==> src/rtl/ssd_pkg.sv <==
// Shared types and seven-segment constants for the SSD display path.
// Segment vectors are ordered {g,f,e,d,c,b,a}; a 1 lights the segment.
package ssd_pkg;

    typedef logic [3:0] digit_t;
    typedef logic [6:0] seg_t;

    localparam seg_t SEG_0     = 7'b0111111;
    localparam seg_t SEG_1     = 7'b0000110;
    localparam seg_t SEG_2     = 7'b1011011;
    localparam seg_t SEG_3     = 7'b1001111;
    localparam seg_t SEG_4     = 7'b1100110;
    localparam seg_t SEG_5     = 7'b1101101;
    localparam seg_t SEG_6     = 7'b1111101;
    localparam seg_t SEG_7     = 7'b0000111;
    localparam seg_t SEG_8     = 7'b1111111;
    localparam seg_t SEG_9     = 7'b1101111;
    localparam seg_t SEG_A     = 7'b1110111;
    localparam seg_t SEG_B     = 7'b1111100;
    localparam seg_t SEG_C     = 7'b0111001;
    localparam seg_t SEG_D     = 7'b1011110;
    localparam seg_t SEG_E     = 7'b1111001;
    localparam seg_t SEG_F     = 7'b1110001;
    localparam seg_t SEG_BLANK = 7'b0000000;

endpackage

==> src/rtl/hex_to_seg.sv <==
// Combinational hex nibble to seven-segment decoder.
module hex_to_seg
    import ssd_pkg::*;
(
    input  logic [3:0] digit,
    output logic [6:0] seg
);

    // Table lookup of the segment pattern for one hex digit.
    always_comb begin
        seg = SEG_BLANK;
        case (digit)
            4'h0: seg = SEG_0;
            4'h1: seg = SEG_1;
            4'h2: seg = SEG_2;
            4'h3: seg = SEG_3;
            4'h4: seg = SEG_4;
            4'h5: seg = SEG_5;
            4'h6: seg = SEG_6;
            4'h7: seg = SEG_7;
            4'h8: seg = SEG_8;
            4'h9: seg = SEG_9;
            4'hA: seg = SEG_A;
            4'hB: seg = SEG_B;
            4'hC: seg = SEG_C;
            4'hD: seg = SEG_D;
            4'hE: seg = SEG_E;
            4'hF: seg = SEG_F;
            default: seg = SEG_BLANK;
        endcase
    end

endmodule

==> src/rtl/ssd_entry_scan.sv <==
// Keypad entry buffer plus multiplexed seven-segment scanner.
// Digit 0 (entry_val[3:0]) always holds the most recent key.
module ssd_entry_scan
    import ssd_pkg::*;
#(
    parameter int CLK_FREQ    = 50_000_000,
    parameter int SCAN_HZ     = 1000,
    parameter int NUM_DIGITS  = 2,
    parameter int FULL_POLICY = 0
)(
    input  logic                              clk,
    input  logic                              rst,
    input  logic                              key_valid,
    input  logic [3:0]                        key_code,
    input  logic                              clear,
    input  logic                              mode,
    input  logic                              auto_scan,
    input  logic                              step,
    output logic [6:0]                        seg,
    output logic [NUM_DIGITS-1:0]             dig_sel,
    output logic [4*NUM_DIGITS-1:0]           entry_val,
    output logic [$clog2(NUM_DIGITS+1)-1:0]   entry_cnt,
    output logic                              entry_full
);

    localparam int SCAN_DIV = CLK_FREQ / SCAN_HZ;
    localparam int CNT_W    = $clog2(NUM_DIGITS + 1);
    localparam int IDX_W    = $clog2(NUM_DIGITS);
    localparam int SDIV_W   = $clog2(SCAN_DIV);
    localparam int VAL_W    = 4 * NUM_DIGITS;

    logic [VAL_W-1:0]      val_q, val_d;
    logic [CNT_W-1:0]      cnt_q, cnt_d;
    logic                  mode_q, mode_d;
    logic [SDIV_W-1:0]     scan_cnt_q, scan_cnt_d;
    logic [IDX_W-1:0]      idx_q, idx_d, idx_next;
    logic [6:0]            seg_q, seg_d;
    logic [NUM_DIGITS-1:0] dig_sel_q, dig_sel_d;
    digit_t                cur_digit;
    seg_t                  dec_seg;

    assign cur_digit = val_q[{idx_q, 2'b00} +: 4];

    hex_to_seg u_dec (
        .digit (cur_digit),
        .seg   (dec_seg)
    );

    // Entry buffer: clear or a mode change empties it and drops any key that cycle.
    always_comb begin
        val_d  = val_q;
        cnt_d  = cnt_q;
        mode_d = mode;
        if (clear || (mode != mode_q)) begin
            val_d = '0;
            cnt_d = '0;
        end else if (key_valid) begin
            if (!mode) begin
                val_d = {{(VAL_W-4){1'b0}}, key_code};
                cnt_d = CNT_W'(1);
            end else if (cnt_q != CNT_W'(NUM_DIGITS)) begin
                val_d = {val_q[VAL_W-5:0], key_code};
                cnt_d = cnt_q + CNT_W'(1);
            end else if (FULL_POLICY == 0) begin
                val_d = {{(VAL_W-4){1'b0}}, key_code};
                cnt_d = CNT_W'(1);
            end else begin
                val_d = {val_q[VAL_W-5:0], key_code};
                cnt_d = cnt_q;
            end
        end
    end

    // Scan index: dwell counter in auto mode, step strobe in manual mode (counter parked at 0).
    always_comb begin
        idx_next   = (idx_q == IDX_W'(NUM_DIGITS - 1)) ? '0 : idx_q + IDX_W'(1);
        scan_cnt_d = '0;
        idx_d      = idx_q;
        if (auto_scan) begin
            if (scan_cnt_q == SDIV_W'(SCAN_DIV - 1)) begin
                idx_d = idx_next;
            end else begin
                scan_cnt_d = scan_cnt_q + SDIV_W'(1);
            end
        end else if (step) begin
            idx_d = idx_next;
        end
    end

    // Output stage: select and segments come from the same index so they stay aligned.
    always_comb begin
        dig_sel_d        = '0;
        dig_sel_d[idx_q] = 1'b1;
        seg_d            = (CNT_W'(idx_q) < cnt_q) ? dec_seg : SEG_BLANK;
    end

    // State registers with synchronous reset.
    always_ff @(posedge clk) begin
        if (rst) begin
            val_q      <= '0;
            cnt_q      <= '0;
            mode_q     <= 1'b0;
            scan_cnt_q <= '0;
            idx_q      <= '0;
            seg_q      <= SEG_BLANK;
            dig_sel_q  <= NUM_DIGITS'(1);
        end else begin
            val_q      <= val_d;
            cnt_q      <= cnt_d;
            mode_q     <= mode_d;
            scan_cnt_q <= scan_cnt_d;
            idx_q      <= idx_d;
            seg_q      <= seg_d;
            dig_sel_q  <= dig_sel_d;
        end
    end

    assign seg        = seg_q;
    assign dig_sel    = dig_sel_q;
    assign entry_val  = val_q;
    assign entry_cnt  = cnt_q;
    assign entry_full = (cnt_q == CNT_W'(NUM_DIGITS));

endmodule

==> config.mk <==
export PLATFORM = sky130hd
export DESIGN_NAME = ssd_entry_scan
export DESIGN_NICKNAME = d
export VERILOG_FILES = /design/src/rtl/ssd_pkg.sv /design/src/rtl/hex_to_seg.sv /design/src/rtl/ssd_entry_scan.sv
export SDC_FILE = /design/constraint.sdc
export NUM_CORES = 1
export LEC_CHECK = 0
export BUFFER_PORTS_ARGS = -buffer_cell sky130_fd_sc_hd__buf_4
export CAP_MARGIN = 40
export CELL_PAD_IN_SITES_DETAIL_PLACEMENT = 0
export CELL_PAD_IN_SITES_GLOBAL_PLACEMENT = 1
export CORE_ASPECT_RATIO = 0.9
export CORE_MARGIN = 2
export CORE_UTILIZATION = 44
export CTS_CLUSTER_SIZE = 20
export DETAILED_ROUTE_END_ITERATION = 10
export PLACE_DENSITY_LB_ADDON = 0.1
export SKIP_CTS_REPAIR_TIMING = 1
export SLEW_MARGIN = 20
export SYNTH_ARGS = -nofsm -noshare
export SYNTH_HDL_FRONTEND = slang
export SYNTH_SLANG_ARGS = --single-unit
export TNS_END_PERCENT = 30
==> constraint.sdc <==
create_clock -name clk -period 4.7 [get_ports clk]
set_input_delay 0.47 -clock clk [delete_from_list [all_inputs] [get_ports clk]]
set_output_delay 0.47 -clock clk [all_outputs]
set_load 0.01 [all_outputs]
==> results_tabular.tex, run 1 <==
\begin{tabular}{lr}
\hline
Metric & Value \\
\hline
\multicolumn{2}{l}{\textbf{CTS}} \\
Clock network latency to the later pin of the worst-skew pair & 280 ps \\
Maximum count of clock buffers along a single path & 2 \\
TritonCTS Buffers & 5 \\
Root Buffer Master & clkbuf\_8 \\
H-Tree Level Count & 2 \\
Num Clock Sinks & 37 \\
Clock transition time at the flip-flop clock pins of the worst setup and hold paths & 70 ps \\
TritonCTS clock tree & built \\
\multicolumn{2}{l}{\textbf{STA}} \\
Slew Limit Headroom & 60.7\% \\
Unrepaired setup endpoints after global routing & false \\
Hold Violations, Final & 0 \\
Maximum frequency from static timing analysis & 488 MHz \\
Slew at the pin closest to its max-slew limit & 574 ps \\
Worst clock skew on the final layout & 6.28 ps \\
Period Utilization, post-route & 43.6\% \\
Time the worst path needs with I/O delays and setup & 2050 ps \\
Final number of max-transition violations & 0 \\
Fin Setup TNS & 0 ps \\
Count of final setup violators & 0 \\
\multicolumn{2}{l}{\textbf{Critical path}} \\
Crit Path Class & register to register \\
Critical Path Start & idx\_q \\
Arrival @ worst endpoint & 2260 ps \\
Worst Setup Start Kind & register \\
End of the worst register-to-register path & seg[0] \\
Critical path capture point type & register \\
Required @ worst endpoint & 4910 ps \\
Highest net fanout along the worst path & 8 \\
Critical R2R Launch & idx\_q \\
Register-to-Register Path Depth & 5 \\
Worst reg-to-reg setup slack & 2650 ps \\
\multicolumn{2}{l}{\textbf{Drt}} \\
Detailed Routing Iterations Pass 1 & 4 \\
Met3 Wirelength & 198 um \\
Wire length after detailed routing & 3430 um \\
Detailed-route via count & 1385 \\
Post-detailed-route via-to-cell ratio & 5.25 \\
Drt wl/cell & 13.0 um \\
Top layer used by detailed routing & met4 \\
Length of routed met2 wiring & 1380 um \\
Routed Antenna Nets & 0 \\
M1 WL & 1810 um \\
Count of unresolved DRC violations after routing & 0 \\
Number of DRC violations after detailed-routing iteration 0 & 103 \\
\multicolumn{2}{l}{\textbf{Synthesis}} \\
Mean cell area of the mapped netlist & 9.21 um2 \\
Biggest area contributors in the synthesized netlist & dfxtp\_1 43\%, nor2\_1 6.2\%, ha\_1 5.9\%, mux2i\_1 5.3\%, xnor2\_1 3.6\% \\
Post-synthesis instance total & 185 \\
Synth top area share & 43.5\% \\
Post-synthesis net count & 204 \\
Synth warn & 0 \\
Number of synthesized flops with an enable pin & 0 \\
Predominant post-synthesis flop cell & dfxtp\_1 \\
Flop and latch count out of synthesis & 37 \\
Count of different cell masters after synthesis & 36 \\
Dominant cell type by area after synthesis & dfxtp\_1 \\
Mapped Area & 1700 um2 \\
Sequential share of the synthesized area & 43.5\% \\
Share of flip-flops with an asynchronous set or reset & 0\% \\
\multicolumn{2}{l}{\textbf{Status}} \\
Run status & complete, no violations \\
\multicolumn{2}{l}{\textbf{Pwr}} \\
Post-layout total power & 0.603 mW \\
Leakage Power & 0.834 nW \\
Switching Fraction & 22.1\% \\
Part of the total power dissipated in sequential elements & 53.6\% \\
P per Cell Area & 293 nW/um2 \\
Internal Pwr Total & 0.470 mW \\
Share of power burned in the clock network & 40.2\% \\
Net switching power & 0.133 mW \\
Relative contribution of combinational cells to total power & 6.2\% \\
VDD IR-drop max & 138 uV \\
\multicolumn{2}{l}{\textbf{Finish}} \\
Final cell count without fillers & 264 \\
Filler instances & 360 \\
Net total in the final layout & 236 \\
Area grow syn2layout & 20.7\% \\
ANT cells & 0 \\
Fraction of layout instances using a drive strength above 1 & 19.7\% \\
\multicolumn{2}{l}{\textbf{Global route}} \\
Congestion Overflow GR & 0 \\
Maximum number of pins on one net before global-route repair & 17 \\
Number of global-route vias before repair & 1231 \\
First-pass GRT wire length & 5810 um \\
Number of antenna violations at the first check in global routing & 0 \\
GRT Total Usage & 16.6\% \\
\multicolumn{2}{l}{\textbf{Die}} \\
\# IOs & 31 \\
Initial cell density of the core & 46.0\% \\
Die span in y & 63.0 um \\
Total die area & 4390 um2 \\
Area of the core & 3700 um2 \\
X dimension of the die & 69.6 um \\
Total number of placement rows & 21 \\
\multicolumn{2}{l}{\textbf{Hold path}} \\
Hold wc startpoint & rst \\
Hold Crit Class & input port to register \\
Hold-critical path endpoint & mode\_q \\
Hold path depth & 2 \\
\multicolumn{2}{l}{\textbf{Place}} \\
Post-Place Cells & 256 \\
HPWL after DPL & 2520 um \\
Last weighted congestion value of the routability-driven placer & 0.858 \\
Port bufs & 30 \\
\multicolumn{2}{l}{\textbf{Job}} \\
Number of max-cap violations & 0 \\
\hline
\end{tabular}
-- per-layer routing --
| metal | up-vias | track usage (%) |
|---|---|---|
| li1 | 710 | - |
| met1 | 631 | 24.6 |
| met2 | 39 | 23.0 |
| met3 | 5 | 4.68 |
| met4 | 0 | 5.39 |
| met5 | - | 0 |
-- through the flow --
step | area, um2 | util, % | hold WS [ps] | setup slack [ps]
2_1_floorplan | 1700 | - | 426 | 2940
3_3_place_gp | 1950 | 52.6 | 445 | 2640
3_5_place_dp | 1960 | 52.8 | 454 | 2660
4_1_cts | 2060 | 55.5 | 381 | 2640
5_1_grt | 2060 | 55.5 | 389 | 2470
6_report | 2060 | 55.5 | 386 | 2650
-- worst max-delay path by stage --
stage | to | slack [ps] | depth (start not counted)
after floorplan | seg[0] | 2940 | 6
after global placement | seg[0] | 2640 | 4
after detailed placement | seg[0] | 2660 | 5
after CTS | seg[0] | 2640 | 5
after global routing | seg[6] | 2470 | 6
final | seg[0] | 2650 | 5
-- logic make-up after synthesis --
kind of cell             after synthesis  share of synthesized area (%)
AND/OR/NAND/NOR                       78                           24.4
buffers and inverters                 15                           4.26
XOR/XNOR                              13                           6.68
flip-flops                            37                           43.5
multiplexers                          12                           7.27
adder cells (fa/ha/maj)                8                           5.87
AO/OA/AOI/OAI                         22                           8.08
-- layout by cell type (no fill, tap or decap), drive strengths merged, types with 2 or more instances in the layout --
cell    synthesis  layout
nand3           7       7
xnor2           7       7
nand4           7       7
mux2            3       3
a21oi           9       9
nand2           5       5
mux2i           9       9
nor3            5       5
xor2            6       6
buf             4      31
nand4b          2       2
or4b            2       2
or3             2       2
nand2b          2       2
ha              8       8
o21ai           5       5
inv             9       9
dfxtp          37      37
clkbuf          2       7
nor2           28      28
nor4            4       4
and2            2       2
a221oi          4       4
nor2b           8       8
-- sequential cells by signal, indices dropped and copies added (netlist names) --
signal,cells
dig_sel,2
entry_cnt,2
entry_val,8
idx_q,1
mode_q,1
scan_cnt_q,16
seg,7
-- power by group through the flow --
stage / clock, mW / sequential (mW) / combinational, mW
after floorplan: 0 / 0.330 / 0.0231
after global placement: 0 / 0.330 / 0.0367
after detailed placement: 0 / 0.331 / 0.0377
after CTS: 0.246 / 0.323 / 0.0377
after global routing: 0.262 / 0.324 / 0.0413
final: 0.242 / 0.323 / 0.0374
-- cell usage after synthesis (all sizes together) (2+ instances only) --
library cell / count
nand4: 7
mux2i: 9
inv: 9
clkbuf: 2
a21oi: 9
nand3: 7
nor2b: 8
and2: 2
nor3: 5
nand4b: 2
nor4: 4
ha: 8
xnor2: 7
nor2: 28
dfxtp: 37
or4b: 2
a221oi: 4
nand2b: 2
buf: 4
o21ai: 5
mux2: 3
or3: 2
xor2: 6
nand2: 5
-- area by class of cell --
type	instances	area, um2	share of cell area, %
multi-input combinational	133	891	43.3
sequential	37	741	36.0
timing repair buffer	31	233	11.3
clock buffer	7	96.3	4.68
tap	46	57.6	2.80
inverter	9	33.8	1.64
clock inverter	1	5.00	0.243
-- critical path, stage by stage (launching register included) --
cell and delay (ps):
dfxtp_1 550, mux2i_1 480, inv_1 160, ha_1 280, or3_1 380, a21oi_1 140
Note: power is estimated with default switching activity, not from simulation.
==> run 2: changes to the inputs <==
--- a/config.mk
+++ b/config.mk
@@ -11,7 +11,7 @@
 export CELL_PAD_IN_SITES_GLOBAL_PLACEMENT = 1
 export CORE_ASPECT_RATIO = 0.9
 export CORE_MARGIN = 2
-export CORE_UTILIZATION = 44
+export CORE_UTILIZATION = 41
 export CTS_CLUSTER_SIZE = 20
 export DETAILED_ROUTE_END_ITERATION = 10
 export PLACE_DENSITY_LB_ADDON = 0.1
==> constraint.sdc (replaced) <==
create_clock -name clk -period 1.9 [get_ports clk]
set_input_delay 0.19 -clock clk [delete_from_list [all_inputs] [get_ports clk]]
set_output_delay 0.19 -clock clk [all_outputs]
set_load 0.01 [all_outputs]
==> run 2 against run 1 <==
Net effect:
- register-to-register slack lost 2500 ps
- maximum frequency grew 16%
- clock skew is essentially flat
- first-iteration DRC count grew 42%
- largest cell class unchanged
- design area grew 3.0%
==> results_tabular.tex, run 2 (synthesis results as in run 1) <==
\begin{tabular}{lr}
\hline
Metric & Value \\
\hline
\multicolumn{2}{l}{\textbf{Place}} \\
Worst Setup Slack post-DPL & 123 ps \\
Dpl cell area & 2000 um2 \\
HPWL after DPL & 2500 um \\
Last weighted congestion value of the routability-driven placer & 0.870 \\
Port bufs & 30 \\
\multicolumn{2}{l}{\textbf{STA}} \\
Fin Setup TNS & 0 ps \\
Worst clock skew on the final layout & 6.61 ps \\
Unrepaired setup endpoints after global routing & false \\
Final WS setup & 135 ps \\
Final number of max-transition violations & 0 \\
Time the worst path needs with I/O delays and setup & 1760 ps \\
Maximum frequency from static timing analysis & 567 MHz \\
Count of final setup violators & 0 \\
Period Utilization, post-route & 92.9\% \\
Slew Limit Headroom & 59.2\% \\
Slew at the pin closest to its max-slew limit & 611 ps \\
Hold Violations, Final & 0 \\
\multicolumn{2}{l}{\textbf{CTS}} \\
Clock network latency to the later pin of the worst-skew pair & 280 ps \\
Clock transition time at the flip-flop clock pins of the worst setup and hold paths & 70 ps \\
H-Tree Level Count & 2 \\
Root Buffer Master & clkbuf\_8 \\
TritonCTS clock tree & built \\
Maximum count of clock buffers along a single path & 2 \\
TritonCTS Buffers & 5 \\
Num Clock Sinks & 37 \\
\multicolumn{2}{l}{\textbf{Drt}} \\
Post-detailed-route via-to-cell ratio & 5.17 \\
Detailed-route via count & 1396 \\
Count of unresolved DRC violations after routing & 0 \\
Routed Antenna Nets & 0 \\
Wire length after detailed routing & 3460 um \\
Detailed Routing Iterations Pass 1 & 4 \\
Drt wl/cell & 12.8 um \\
Number of DRC violations after detailed-routing iteration 0 & 146 \\
\multicolumn{2}{l}{\textbf{Finish}} \\
Finished layout cell area & 2120 um2 \\
Fraction of layout instances using a drive strength above 1 & 21.2\% \\
ANT cells & 0 \\
Number of flip-flops in the largest register & 16 \\
Commonest non-fill, non-tap cell in the layout & dfxtp\_1 \\
Most frequent cells in the layout & 36 x dfxtp\_1, 34 x buf\_4, 28 x nor2\_1 \\
Filler instances & 380 \\
Net total in the final layout & 240 \\
Area grow syn2layout & 24.3\% \\
Largest Register & scan\_cnt\_q \\
\multicolumn{2}{l}{\textbf{Die}} \\
Total die area & 4690 um2 \\
Area of the core & 4050 um2 \\
Total number of placement rows & 22 \\
Die span in y & 65.2 um \\
\# IOs & 31 \\
Initial cell density of the core & 42.1\% \\
X dimension of the die & 72.0 um \\
\multicolumn{2}{l}{\textbf{Global route}} \\
Maximum number of pins on one net before global-route repair & 17 \\
First-pass GRT wire length & 6000 um \\
GRT Total Usage & 16.1\% \\
Number of antenna violations at the first check in global routing & 0 \\
Number of global-route vias before repair & 1268 \\
Congestion Overflow GR & 0 \\
\multicolumn{2}{l}{\textbf{Hold path}} \\
Hold path depth & 2 \\
Hold Crit Class & input port to register \\
Hold wc startpoint & rst \\
Hold-critical path endpoint & mode\_q \\
\multicolumn{2}{l}{\textbf{Critical path}} \\
Critical R2R Launch & scan\_cnt\_q[7] \\
Register-to-Register Path Depth & 4 \\
Highest net fanout along the worst path & 6 \\
Worst Setup Start Kind & register \\
Max stage delay cell, worst path & or4b\_1 \\
Series of cell instances along the critical path & or4b\_1 -> nor4\_2 -> mux2i\_1 -> mux2\_1 \\
Required @ worst endpoint & 2060 ps \\
Delay of the slowest cell on the worst path & 540 ps \\
Crit Path Class & register to register \\
Critical path capture point type & register \\
Arrival @ worst endpoint & 1930 ps \\
Largest delay contributor family on the critical path & simple AND/OR/NAND/NOR gates \\
Number of buffer and inverter instances along the worst setup path & 0 \\
Worst reg-to-reg setup slack & 140 ps \\
End of the worst register-to-register path & idx\_q \\
\multicolumn{2}{l}{\textbf{Pwr}} \\
VDD IR-drop max & 421 uV \\
Post-layout total power & 1.60 mW \\
Leakage Power & 0.864 nW \\
P per Cell Area & 753 nW/um2 \\
\multicolumn{2}{l}{\textbf{Status}} \\
Run status & complete, no violations \\
\multicolumn{2}{l}{\textbf{Job}} \\
Number of max-cap violations & 0 \\
\hline
\end{tabular}
run 2: metal layers:
| metal | share of wire [%] | routed length, um | track usage, % | vias up |
|---|---|---|---|---|
| li1 | - | - | - | 718 |
| met1 | 52 | 1820 | 23.6 | 640 |
| met2 | 42 | 1440 | 23.0 | 36 |
| met3 | 5.3 | 184 | 4.14 | 2 |
| met4 | 0.64 | 22 | 5.19 | 0 |
| met5 | 0 | 0 | 0 | - |
run 2: worst max-delay path by stage:
stage,slack [ps],from,depth (start not counted),to
floorplan,140,idx_q,6,seg[0]
global placement,170,scan_cnt_q[7],4,idx_q
detailed placement,120,idx_q,6,seg[1]
CTS,90,idx_q,6,seg[1]
global route,30,idx_q,6,seg[1]
finish,140,scan_cnt_q[7],4,idx_q
run 2: area by class of cell:
| cell class | instances | area [um2] | share of cell area [%] |
|---|---|---|---|
| Clock inverter | 1 | 30.0 | 1.42 |
| Sequential cell | 37 | 742 | 35.0 |
| Timing Repair Buffer | 35 | 275 | 13.0 |
| Multi-Input combinational cell | 133 | 891 | 42.1 |
| Clock buffer | 7 | 86.3 | 4.08 |
| Inverter | 9 | 33.8 | 1.59 |
| Tap cell | 48 | 60.1 | 2.84 |
run 2: report_power, final:
part / switching [mW] / internal (mW)
Sequential: 0.0110 / 0.788
Clock: 0.267 / 0.428
Combinational: 0.0485 / 0.0528
run 2: through the flow:
stage	std cells	util, %	hold slack [ps]
after floorplan	185	-	262
after global placement	262	49.4	395
after detailed placement	262	49.4	397
after CTS	270	52.3	96.6
after global routing	270	52.3	90.7
final	270	52.3	105
==> run 3: changes to the inputs <==
--- a/config.mk
+++ b/config.mk
@@ -10,7 +10,6 @@
 export CELL_PAD_IN_SITES_DETAIL_PLACEMENT = 0
 export CELL_PAD_IN_SITES_GLOBAL_PLACEMENT = 1
 export CORE_ASPECT_RATIO = 0.9
-export CORE_MARGIN = 2
 export CORE_UTILIZATION = 41
 export CTS_CLUSTER_SIZE = 20
 export DETAILED_ROUTE_END_ITERATION = 10
==> run 3 against run 2 <==
Net effect:
- critical path type unchanged
- sequential power is essentially flat
- setup slack lost 37 ps
- critical path depth is the same
- final cell count shrank 0.37%
- combinational power is essentially flat
- non-clock buffer count grew 1
- wire length grew 3.6%
- hold slack lost 6.9 ps
- power grew 0.76%
==> results_tabular.tex, run 3 (synthesis results as in run 1) <==
\begin{tabular}{lr}
\hline
Metric & Value \\
\hline
\multicolumn{2}{l}{\textbf{Die}} \\
Initial cell density of the core & 44.4\% \\
X dimension of the die & 70.0 um \\
Total number of placement rows & 21 \\
Total die area & 4420 um2 \\
Area of the core & 3840 um2 \\
\# IOs & 31 \\
Die span in y & 63.2 um \\
\multicolumn{2}{l}{\textbf{Critical path}} \\
Largest delay contributor family on the critical path & simple AND/OR/NAND/NOR gates \\
Delay of the slowest cell on the worst path & 590 ps \\
Worst Setup Start Kind & register \\
Max stage delay cell, worst path & or4b\_1 \\
Number of buffer and inverter instances along the worst setup path & 0 \\
Series of cell instances along the critical path & or4b\_1 -> nor4\_4 -> mux2i\_1 -> mux2\_1 \\
Crit Path Class & register to register \\
Arrival @ worst endpoint & 1980 ps \\
Required @ worst endpoint & 2080 ps \\
Critical path capture point type & register \\
Highest net fanout along the worst path & 6 \\
\multicolumn{2}{l}{\textbf{Place}} \\
HPWL after DPL & 2550 um \\
Port bufs & 30 \\
Last weighted congestion value of the routability-driven placer & 0.814 \\
\multicolumn{2}{l}{\textbf{Global route}} \\
First-pass GRT wire length & 6020 um \\
GRT Total Usage & 17.3\% \\
Congestion Overflow GR & 0 \\
Number of global-route vias before repair & 1320 \\
Maximum number of pins on one net before global-route repair & 17 \\
Number of antenna violations at the first check in global routing & 0 \\
\multicolumn{2}{l}{\textbf{STA}} \\
Unrepaired setup endpoints after global routing & false \\
Slew Limit Headroom & 60.6\% \\
Hold Violations, Final & 0 \\
Final number of max-transition violations & 0 \\
Time the worst path needs with I/O delays and setup & 1800 ps \\
Count of final setup violators & 0 \\
Period Utilization, post-route & 94.8\% \\
Slew at the pin closest to its max-slew limit & 589 ps \\
Fin Setup TNS & 0 ps \\
Maximum frequency from static timing analysis & 555 MHz \\
Worst clock skew on the final layout & 3.68 ps \\
\multicolumn{2}{l}{\textbf{Drt}} \\
Post-detailed-route via-to-cell ratio & 5.30 \\
Routed Antenna Nets & 0 \\
Drt wl/cell & 13.3 um \\
Detailed Routing Iterations Pass 1 & 4 \\
Detailed-route via count & 1427 \\
Number of DRC violations after detailed-routing iteration 0 & 90 \\
Count of unresolved DRC violations after routing & 0 \\
Wire length after detailed routing & 3590 um \\
\multicolumn{2}{l}{\textbf{Job}} \\
Number of max-cap violations & 0 \\
\multicolumn{2}{l}{\textbf{CTS}} \\
H-Tree Level Count & 2 \\
Clock network latency to the later pin of the worst-skew pair & 290 ps \\
Root Buffer Master & clkbuf\_8 \\
TritonCTS Buffers & 5 \\
TritonCTS clock tree & built \\
Clock transition time at the flip-flop clock pins of the worst setup and hold paths & 70 ps \\
Num Clock Sinks & 37 \\
Maximum count of clock buffers along a single path & 2 \\
\multicolumn{2}{l}{\textbf{Finish}} \\
ANT cells & 0 \\
Net total in the final layout & 241 \\
Largest Register & scan\_cnt\_q \\
Most frequent cells in the layout & 36 x dfxtp\_1, 35 x buf\_4, 28 x nor2\_1 \\
Number of flip-flops in the largest register & 16 \\
Commonest non-fill, non-tap cell in the layout & dfxtp\_1 \\
Fraction of layout instances using a drive strength above 1 & 21.5\% \\
Area grow syn2layout & 25.1\% \\
\multicolumn{2}{l}{\textbf{Pwr}} \\
Post-layout total power & 1.61 mW \\
VDD IR-drop max & 420 uV \\
Leakage Power & 0.886 nW \\
P per Cell Area & 754 nW/um2 \\
\multicolumn{2}{l}{\textbf{Status}} \\
Run status & complete, no violations \\
\multicolumn{2}{l}{\textbf{Hold path}} \\
Hold Crit Class & input port to register \\
\hline
\end{tabular}
[run 3: worst register-to-register path, cell delays in order (launching register included)]
cell and delay (ps):
dfxtp_1 360, or4b_1 590, nor4_4 320, mux2i_1 120, mux2_1 310
[run 3: worst paths after layout]
check | start | cells after the start | end | slack [ps]
min reg2reg | scan_cnt_q[0] | 1 | scan_cnt_q[0] | 470
max | scan_cnt_q[7] | 4 | idx_q | 100
max reg2reg | scan_cnt_q[7] | 4 | idx_q | 100
min | rst | 2 | mode_q | 100
[run 3: cell type report]
class	instances	area (um2)
clock buffers	7	86.3
fillers	340	1700
inverters	9	33.8
repair buffers	36	283
well taps	46	57.6
clock inverters	1	30.0
multi-input cells	133	900
flip-flops and latches	37	742
[run 3: through the flow]
stage / instances / util, % / hold WS (ps) / area, um2 / setup WS (ps)
after floorplan: 185 / - / 262 / 1700 / 142
after global placement: 261 / 52.3 / 396 / 2010 / 181
after detailed placement: 261 / 52.3 / 405 / 2010 / 135
after CTS: 269 / 55.3 / 90.2 / 2120 / 113
after global routing: 269 / 55.6 / 99.9 / 2130 / 4.67
final: 269 / 55.6 / 98.1 / 2130 / 97.9
[run 3: where the power goes]
part | internal [mW] | total (mW) | switching [mW]
registers | 0.788 | 0.798 | 0.0101
logic | 0.0529 | 0.102 | 0.0492
clock network | 0.428 | 0.707 | 0.279
[run 3: metal layers]
layer  part of all wire (%)  GRT usage (%)  up-vias
met3                    5.7           6.40        5
li1                       -              -      717
met2                     43           24.8       49
met1                     50           23.3      656
met4                    1.0           7.00        0
met5                      0              0        -
